<file path="src/rtl/custom_fifo_pkg.sv">
// Shared types and constants for the custom async FIFO read-side blocks.
// The optional statistics counters are built only when CUSTOM_RD_STATS_EN is defined.
package custom_fifo_pkg;

  localparam int DATASIZE_C   = 8;
  // The skid buffer is fixed at two entries: one output register plus one skid slot.
  localparam int SKID_DEPTH_C = 2;

  typedef enum logic [1:0] {
    RD_IDLE   = 2'd0,
    RD_STREAM = 2'd1,
    RD_FLUSH  = 2'd2
  } rd_state_e;

  typedef logic [15:0] stat_cnt_t;

  // Saturating increment for the 16-bit statistics counters.
  function automatic stat_cnt_t stat_sat_inc(input stat_cnt_t v);
    return (v == 16'hFFFF) ? v : v + 16'd1;
  endfunction

endpackage

</file>
<file path="src/rtl/custom_skid_buf.sv">
// Two-entry in-order buffer. Entry 0 (head) drives the stream output; entry 1
// is the skid slot that absorbs a word landing while the head is stalled.
module custom_skid_buf #(
  parameter int DATASIZE = 8
) (
  input  logic                clk_i,
  input  logic                rst_n_i,
  input  logic                clr_i,
  input  logic                push_i,
  input  logic                pop_i,
  input  logic [DATASIZE-1:0] din_i,
  output logic [1:0]          occ_o,
  output logic [DATASIZE-1:0] head_o
);

  logic [DATASIZE-1:0] head_q, head_d;
  logic [DATASIZE-1:0] tail_q, tail_d;
  logic [1:0]          occ_q, occ_d;

  // Next-state: clear wins; push into the first free slot; pop promotes the skid entry.
  always_comb begin
    head_d = head_q;
    tail_d = tail_q;
    occ_d  = occ_q;
    if (clr_i) begin
      occ_d = 2'd0;
    end else begin
      case ({push_i, pop_i})
        2'b10: begin
          if (occ_q == 2'd0) begin
            head_d = din_i;
            occ_d  = 2'd1;
          end else begin
            tail_d = din_i;
            occ_d  = 2'd2;
          end
        end
        2'b01: begin
          if (occ_q == 2'd2) head_d = tail_q;
          occ_d = occ_q - 2'd1;
        end
        2'b11: begin
          // Capture and pop together: occupancy is unchanged, order preserved.
          if (occ_q == 2'd2) begin
            head_d = tail_q;
            tail_d = din_i;
          end else begin
            head_d = din_i;
          end
        end
        default: ;
      endcase
    end
  end

  // Storage registers, cleared immediately by reset.
  always_ff @(posedge clk_i or negedge rst_n_i) begin
    if (!rst_n_i) begin
      head_q <= '0;
      tail_q <= '0;
      occ_q  <= 2'd0;
    end else begin
      head_q <= head_d;
      tail_q <= tail_d;
      occ_q  <= occ_d;
    end
  end

  assign occ_o  = occ_q;
  assign head_o = head_q;

endmodule

</file>
<file path="src/rtl/custom_fifo_rd_stream.sv">
// Read-side consumer of the custom async FIFO: issues reads, absorbs the
// one-cycle read latency in a skid buffer and presents a valid/ready stream.
// Define CUSTOM_RD_STATS_EN to add the rd_word_cnt / rd_stall_cnt outputs.
module custom_fifo_rd_stream
  import custom_fifo_pkg::*;
#(
  parameter int DATASIZE   = DATASIZE_C,
  parameter int SKID_DEPTH = SKID_DEPTH_C
) (
  input  logic                rclk_i,
  input  logic                rrst_n_i,
  input  logic                fifo_empty,
  input  logic [DATASIZE-1:0] fifo_dout,
  output logic                fifo_ren,
  output logic                m_valid,
  output logic [DATASIZE-1:0] m_data,
  input  logic                m_ready,
  input  logic                flush_i,
  output logic                flush_busy
`ifdef CUSTOM_RD_STATS_EN
 ,output logic [15:0]         rd_word_cnt
 ,output logic [15:0]         rd_stall_cnt
`endif
);

  // Only a depth of 2 is supported; it bounds occupancy plus in-flight words.
  localparam logic [1:0] OCC_MAX = 2'(SKID_DEPTH);

  rd_state_e           state_q;
  logic                flush_busy_q;
  logic                inflight_q, inflight_d;
  logic                ren_en_q;
  logic [1:0]          occ;
  logic [DATASIZE-1:0] head;
  logic                pop;
  logic                flush_take;
  logic [1:0]          level;
  logic [1:0]          level_nxt;
  logic                sb_push, sb_pop;

  assign m_valid    = (occ != 2'd0);
  assign m_data     = head;
  assign flush_busy = flush_busy_q;
  assign pop        = m_valid & m_ready;

  // A flush request arriving while already flushing is ignored.
  assign flush_take = flush_i & (state_q != RD_FLUSH);

  // Words held after this cycle if no new read is issued; never exceeds 2.
  assign level     = occ + {1'b0, inflight_q} - {1'b0, pop};
  assign level_nxt = level + {1'b0, fifo_ren};

  // ren_en_q keeps the read enable low during reset and the first cycle after it.
  assign fifo_ren = ren_en_q & ~fifo_empty & ~flush_i
                  & ((state_q == RD_STREAM) | (state_q == RD_IDLE))
                  & (level < OCC_MAX);

  // A landing word is dropped when a flush is taken or already in progress.
  assign sb_push = inflight_q & (state_q != RD_FLUSH) & ~flush_take;
  assign sb_pop  = pop & ~flush_take;

  custom_skid_buf #(
    .DATASIZE (DATASIZE)
  ) u_skid (
    .clk_i   (rclk_i),
    .rst_n_i (rrst_n_i),
    .clr_i   (flush_take),
    .push_i  (sb_push),
    .pop_i   (sb_pop),
    .din_i   (fifo_dout),
    .occ_o   (occ),
    .head_o  (head)
  );

  // In-flight tracking: on a taken flush the flag is held for one cycle to
  // account for the discarded landing word, then cleared during RD_FLUSH.
  always_comb begin
    inflight_d = fifo_ren;
    if (flush_take)                inflight_d = inflight_q;
    else if (state_q == RD_FLUSH)  inflight_d = 1'b0;
  end

  // Control registers: in-flight flag and post-reset read enable.
  always_ff @(posedge rclk_i or negedge rrst_n_i) begin
    if (!rrst_n_i) begin
      inflight_q <= 1'b0;
      ren_en_q   <= 1'b0;
    end else begin
      inflight_q <= inflight_d;
      ren_en_q   <= 1'b1;
    end
  end

  // Read FSM with registered flush_busy output.
  always_ff @(posedge rclk_i or negedge rrst_n_i) begin
    if (!rrst_n_i) begin
      state_q      <= RD_IDLE;
      flush_busy_q <= 1'b0;
    end else begin
      case (state_q)
        RD_IDLE: begin
          if (flush_take) begin
            state_q      <= RD_FLUSH;
            flush_busy_q <= 1'b1;
          end else if (fifo_ren) begin
            state_q <= RD_STREAM;
          end
        end
        RD_STREAM: begin
          if (flush_take) begin
            state_q      <= RD_FLUSH;
            flush_busy_q <= 1'b1;
          end else if (level_nxt == 2'd0) begin
            state_q <= RD_IDLE;
          end
        end
        RD_FLUSH: begin
          if (!inflight_q) begin
            state_q      <= RD_IDLE;
            flush_busy_q <= 1'b0;
          end
        end
        default: begin
          state_q      <= RD_IDLE;
          flush_busy_q <= 1'b0;
        end
      endcase
    end
  end

`ifdef CUSTOM_RD_STATS_EN
  stat_cnt_t word_cnt_q, stall_cnt_q;

  // Saturating pop and stall counters, cleared by any flush request.
  always_ff @(posedge rclk_i or negedge rrst_n_i) begin
    if (!rrst_n_i) begin
      word_cnt_q  <= '0;
      stall_cnt_q <= '0;
    end else if (flush_i) begin
      word_cnt_q  <= '0;
      stall_cnt_q <= '0;
    end else begin
      if (pop)                 word_cnt_q  <= stat_sat_inc(word_cnt_q);
      if (m_valid && !m_ready) stall_cnt_q <= stat_sat_inc(stall_cnt_q);
    end
  end

  assign rd_word_cnt  = word_cnt_q;
  assign rd_stall_cnt = stall_cnt_q;
`else
  // Statistics counters are not built in this configuration.
`endif

endmodule

</file>
<file path="config.mk">
export PLATFORM = sky130hd
export DESIGN_NAME = custom_fifo_rd_stream
export DESIGN_NICKNAME = d
export VERILOG_FILES = /design/src/rtl/custom_fifo_pkg.sv /design/src/rtl/custom_skid_buf.sv /design/src/rtl/custom_fifo_rd_stream.sv
export SDC_FILE = /design/constraint.sdc
export NUM_CORES = 1
export LEC_CHECK = 0
export ABC_AREA = 1
export BUFFER_PORTS_ARGS = -buffer_cell sky130_fd_sc_hd__buf_2
export CORE_MARGIN = 2
export CORE_UTILIZATION = 25
export DETAILED_ROUTE_END_ITERATION = 10
export SLEW_MARGIN = 20
export SYNTH_ARGS = -nofsm -noshare
export SYNTH_HDL_FRONTEND = slang
export SYNTH_SLANG_ARGS = --single-unit
</file>
<file path="constraint.sdc">
create_clock -name rclk_i -period 7.3 [get_ports rclk_i]
set_clock_uncertainty 0.1 [all_clocks]
set_input_delay 2.19 -clock rclk_i [delete_from_list [all_inputs] [get_ports rclk_i]]
set_output_delay 2.19 -clock rclk_i [all_outputs]
set_load 0.01 [all_outputs]
</file>
* Word level (Yosys, flattened, before mapping)
Cells that the tools add are included.
** Word-level totals
- Flip-flop bits (word level) :: 23
- Latch bits :: 0
- Bits in writable memories :: 0
- Bits in read-only memories :: 0
- Input bits :: 13
- Logic and storage cells :: 72
- Memories kept :: 0
** Cells by class
- $add $sub $neg :: 4
- Multipliers :: 0
- Div/mod/pow operators :: 0
- Magnitude comparators :: 1
- Eq/ne operators :: 15
- Shift-type cells :: 0
- Muxes and demuxes :: 20
- Bitwise operators :: 13
- Reductions and logical operators :: 12
** Operators with widths (count)
- 8-bit two-way mux :: 5
- 8-bit case mux with 3 select lines :: 1
- 8-bit case mux with 2 select lines :: 1
- 2-bit two-way mux :: 7
- 1-bit AND :: 9
- 2-bit == test, second input constant :: 4
- 2-bit by 1-bit != test with 1-bit output, second input constant :: 4
- 4-bit AND reduction :: 2
- 2-bit zero test :: 3
- 2-bit != test, second input constant :: 3
- 2-bit case mux with 3 select lines :: 1
- 3-bit nonzero test :: 2
- 2-bit by 1-bit adder with 2-bit output :: 2
- 2-bit by 1-bit == test with 1-bit output, second input constant :: 2
- 2-bit case mux with 2 select lines :: 1
- 2-bit nonzero test :: 2
- 1-bit two-way mux :: 3
- 3-bit by 2-bit != test with 1-bit output, second input constant :: 1
- 3-bit != test, second input constant :: 1
- 1-bit inverter :: 3
- 3-bit AND reduction :: 1
- 2-bit less-than comparator, second input constant :: 1
- 1-bit case mux with 2 select lines :: 1
- 2-bit AND reduction :: 1
- other kinds (4) :: 4

* Depth between registers and ports, before layout
- Word-level depth :: 10
- Depth in mapped cells :: 18

* Modules after synthesis
A second synthesis with hierarchy kept.
** Second synthesis, totals
- Cells, all modules :: 188
- Area total of the unflattened synthesis :: 1412.6 sq um
** By module, submodules not included
- custom_skid_buf :: times used 1, cells an instance 131, area each 1021.0 sq um, seq. area each 450.4 sq um
- custom_fifo_rd_stream :: times used 1, cells an instance 57, area each 391.6 sq um, seq. area each 125.1 sq um

* Least setup slack after synthesis
OpenSTA, ideal clock, no wires.
- Kind :: input to output
- From :: in m_ready
- To :: out fifo_ren
- Data arrival time :: 3285 ps
- Required time :: 5010 ps
- Setup slack :: 1725 ps
- Cell stages on the path :: 12
- Buffers on the path :: 0
- Cell sequence :: inv_1 -> nor2_4 -> ha_1 -> inv_1 -> ha_1 -> inv_1 -> nand2_1 -> nand2_1 -> nand2_1 -> nand2_1 -> nand2_1 -> inv_1
** Between the ends
- Cells in the longest elaborated chain, start to end :: 4
** RTL lines
- start: declaration :: RTL line custom_fifo_rd_stream.sv:17 : input logic m_ready,
- 1-bit AND :: RTL line custom_fifo_rd_stream.sv:44 : assign pop = m_valid & m_ready;
- 2-bit by 1-bit subtractor with 2-bit output :: RTL line custom_fifo_rd_stream.sv:50 : assign level = occ + {1'b0, inflight_q} - {1'b0, pop};
- 2-bit less-than comparator :: RTL line custom_fifo_rd_stream.sv:56 : & (level < OCC_MAX);
- 1-bit AND :: RTL line custom_fifo_rd_stream.sv:56
- end: declaration :: RTL line custom_fifo_rd_stream.sv:14 : output logic fifo_ren,
No other way between the ends.

* Final worst setup path
Same ends and word-level chain as after synthesis.

==> flow_summary_export.csv <==
group,metric,value,unit
routing,dr.pass1.iters,4,
power_and_ir_drop,irDropWorstVdd,0.07207,mV
cts,clk-insertion-delay-late,0.26,ns
cts,ctsResizeCount,0,
worst_setup_path,end_kind,"primary output",
cts,h-tree-depth,1,
worst_setup_path,crit_path_frequent_cell,"nand2_1",
power_and_ir_drop,p_per_area,285.4,nW/um2
run,maxCapViolations,0,
power_and_ir_drop,leakage,0.8947,nW
run_status,status,"finished clean",
timing,holdWs,0.3786,ns
power_and_ir_drop,p_switching,0.0001756,W
cts,post_cts_buffers,0,
routing,via_count,1135,
layout,fin_util,30.82,%
yosys,yosysWarnings,0,
layout,n_antenna_cell,0,
yosys,ys_seq_area_share,42.44,%
die,core_area,5172,um2
placement,hpwl,2.170,mm
worst_setup_path,crit_slowest_cell,"ha_1",
power_and_ir_drop,internal_power,0.0002793,W
timing,setup_viol,0,
layout,drive_above_1_share,19.32,%
worst_setup_path,critPathLaunchType,"input pin",
cts,cts.sinks,23,
layout,stdcell_count,277,
power_and_ir_drop,sequentialPowerShare,43.1,%
timing,rsz0062_at_grt,"no",
global_routing,grt_pass1_vias,1066,
routing,drc,0,
die,start_util,26.22,%
timing,worst_pin_slew,0.5329,ns
cts,clockBufferDepth,2,
worst_setup_path,crit_arrival,3.57,ns
routing,vias_per_cell,4.097,
cts,cts_buffers,3,
routing,wl_per_cell,9.884,um
timing,relSlewSlack,64.47,%
die,io_pins,24,
placement,dp_cells,273,
timing,hold_violations,0,
yosys,syn-num-nets,199,
yosys,synth_area,1356,um2
min_path,min_path_type,"reg2reg",
die,die_area,6030,um2
yosys,yosys.cell_types.count,20,
worst_setup_path,path_cells,"buf_2 > inv_1 > nor2_4 > ha_1 > inv_1 > ha_1 > inv_1 > nand2_1 > nand2_1 > nand2_1 > nand2_1 > nand2_1 > inv_1 > buf_2",
die,rows,26,
power_and_ir_drop,pwr-share-clk,17.4,%
yosys,avgSynthCellArea,7.493,um2
power_and_ir_drop,sw_frac_of_total,38.59,%
worst_setup_path,worstPathRequired,5.01,ns
cts,cts_hold_buf,0,
yosys,synth-seq-cells,23,
timing,slew_violations,0,
global_routing,grt_remaining_overflow,0,
global_routing,grt_max_degree,24,
cts,root_buffer,"clkbuf_8",
die,die_h,77.66,um
yosys,synthesis.instances,181,
worst_setup_path,cp_top_family,"buffers and inverters",
routing,wl,2.738,mm
global_routing,grt_usage,10.01,%
cts,cts_tree,"done",
routing,drt_first_iter_violations,53,
timing,max_freq,170.6,MHz
worst_setup_path,slowest_delay,0.28,ns
timing,fin_crit_sh,80.28,%
power_and_ir_drop,combPwrFrac,39.5,%
layout,final_nets,226,
placement,port_buffers,23,
timing,period_minus_slack,5.860,ns
worst_setup_path,critPathKind,"in2out",
worst_setup_path,critPathMaxFanout,5,
worst_setup_path,crit_buf_inv,6,
global_routing,antenna_found_initial,0,
layout,areaGrowthSynthToFinish,17.53,%
placement,place_congestion,0.8632,
die,die_w,77.66,um
routing,ant_nets,0,
global_routing,grt_pass1_wl,4.892,mm
cts,cts.reportedPaths.clkPinSlew,0.09,ns
timing,tns,0,ns
kinds of logic after synthesis:
kind of cell / synth area share (%)
other: 0.2765
AO/OA/AOI/OAI: 5.628
flip-flops: 42.44
buffers and inverters: 7.749
adder cells (fa/ha/maj): 4.613
AND/OR/NAND/NOR: 39.30
sequential cells by signal, summed over array words and instances, names as in the netlist:
signal and flops:
ren_en_q 1, u_skid.tail_q 8, inflight_q 1, u_skid.occ_o 2, u_skid.head_o 8, state_q 2, flush_busy 1
per-layer routing:
layer | part of all wire [%] | vias up | GRT usage [%]
met5 | 0 | - | 0
met1 | 49 | 495 | 13.46
li1 | - | 620 | -
met3 | 3.7 | 2 | 1.628
met2 | 46 | 18 | 15.34
met4 | 1.5 | 0 | 5.357
synthesized netlist by cell type:
cell      instances  area [um2]
ha_1              5       62.56
nor3b_1           1       7.510
o21ai_1           4       20.02
nand3_1          18       90.09
dfrtp_1          23       575.6
o21ai_0           6       30.03
nor2_1            6       22.52
nand2_1          73       274.0
conb_1            1       3.750
inv_1            23       86.33
o21ai_4           1       16.27
nand4_1           4       25.02
nand2_2           1       6.260
nand3_2           1       10.01
a21oi_1           2       10.01
inv_2             2       7.510
nor2_4            4       45.04
nand3b_1          1       7.510
nand2_4           4       45.04
buf_6             1       11.26
tightest hold or removal path, stage by stage (launching register included):
cell and delay (ns):
dfrtp_1 0.35, nand2_1 0.05, nand2_1 0.05
placed cells by master, fill, tap and decap left out:
cell type and instances:
nand2_1 73, inv_1 23, dfrtp_1 23, buf_2 23, nand3_1 18, nor2_1 6
o21ai_0 6, ha_1 5, nor2_4 4, nand2_4 4, nand4_1 4, o21ai_1 4
clkbuf_8 3, inv_2 2, a21oi_1 2, nor3b_1 1, nand3_2 1, nand2_2 1
o21ai_4 1, nand3b_1 1, clkinv_2 1, conb_1 1
area by class of cell:
class / instances / area [um2]
Fill cell: 558 / 3578
Multi-Input combinational cell: 132 / 675.6
Sequential cell: 23 / 575.6
Timing Repair Buffer: 23 / 115.1
Inverter: 25 / 93.84
Tap cell: 70 / 87.58
Clock buffer: 3 / 41.29
Clock inverter: 1 / 5.005
power by group through the flow:
stage	clock [W]	sequential, W	combinational [W]
after floorplan	0	0.000208	0.000115
after global placement	0	0.000200	0.000179
after detailed placement	0	0.000199	0.000183
after CTS	0.0000830	0.000197	0.000184
after global routing	0.0000866	0.000204	0.000209
final	0.0000793	0.000196	0.000180
stage by stage:
stage | instance area [um2] | setup slack, ns | total power [W]
2_1_floorplan | 1356 | 1.725 | 0.0003224
3_3_place_gp | 1548 | 1.469 | 0.0003788
3_5_place_dp | 1548 | 1.437 | 0.0003818
4_1_cts | 1594 | 1.435 | 0.0004633
5_1_grt | 1594 | 1.306 | 0.0004998
6_report | 1594 | 1.440 | 0.0004549
final timing paths:
| kind | startpoint | to | slack (ns) | depth (start not counted) |
|---|---|---|---|---|
| max | m_ready | fifo_ren | 1.44 | 14 |
| min | u_skid.head_o[5]$_DFFE_PN0P_ | u_skid.head_o[5]$_DFFE_PN0P_ | 0.38 | 2 |
| max reg2reg | u_skid.occ_o[1]$_DFFE_PN0P_ | state_q[0]$_DFFE_PN0P_ | 4.66 | 18 |
| min reg2reg | u_skid.head_o[5]$_DFFE_PN0P_ | u_skid.head_o[5]$_DFFE_PN0P_ | 0.38 | 2 |
| max in group asynchronous | rrst_n_i | u_skid.head_o[3]$_DFFE_PN0P_ | 4.94 | 1 |
| min in group asynchronous | rrst_n_i | inflight_q$_DFFE_PN0N_ | 1.80 | 1 |
(Power assumes the default switching activity.)
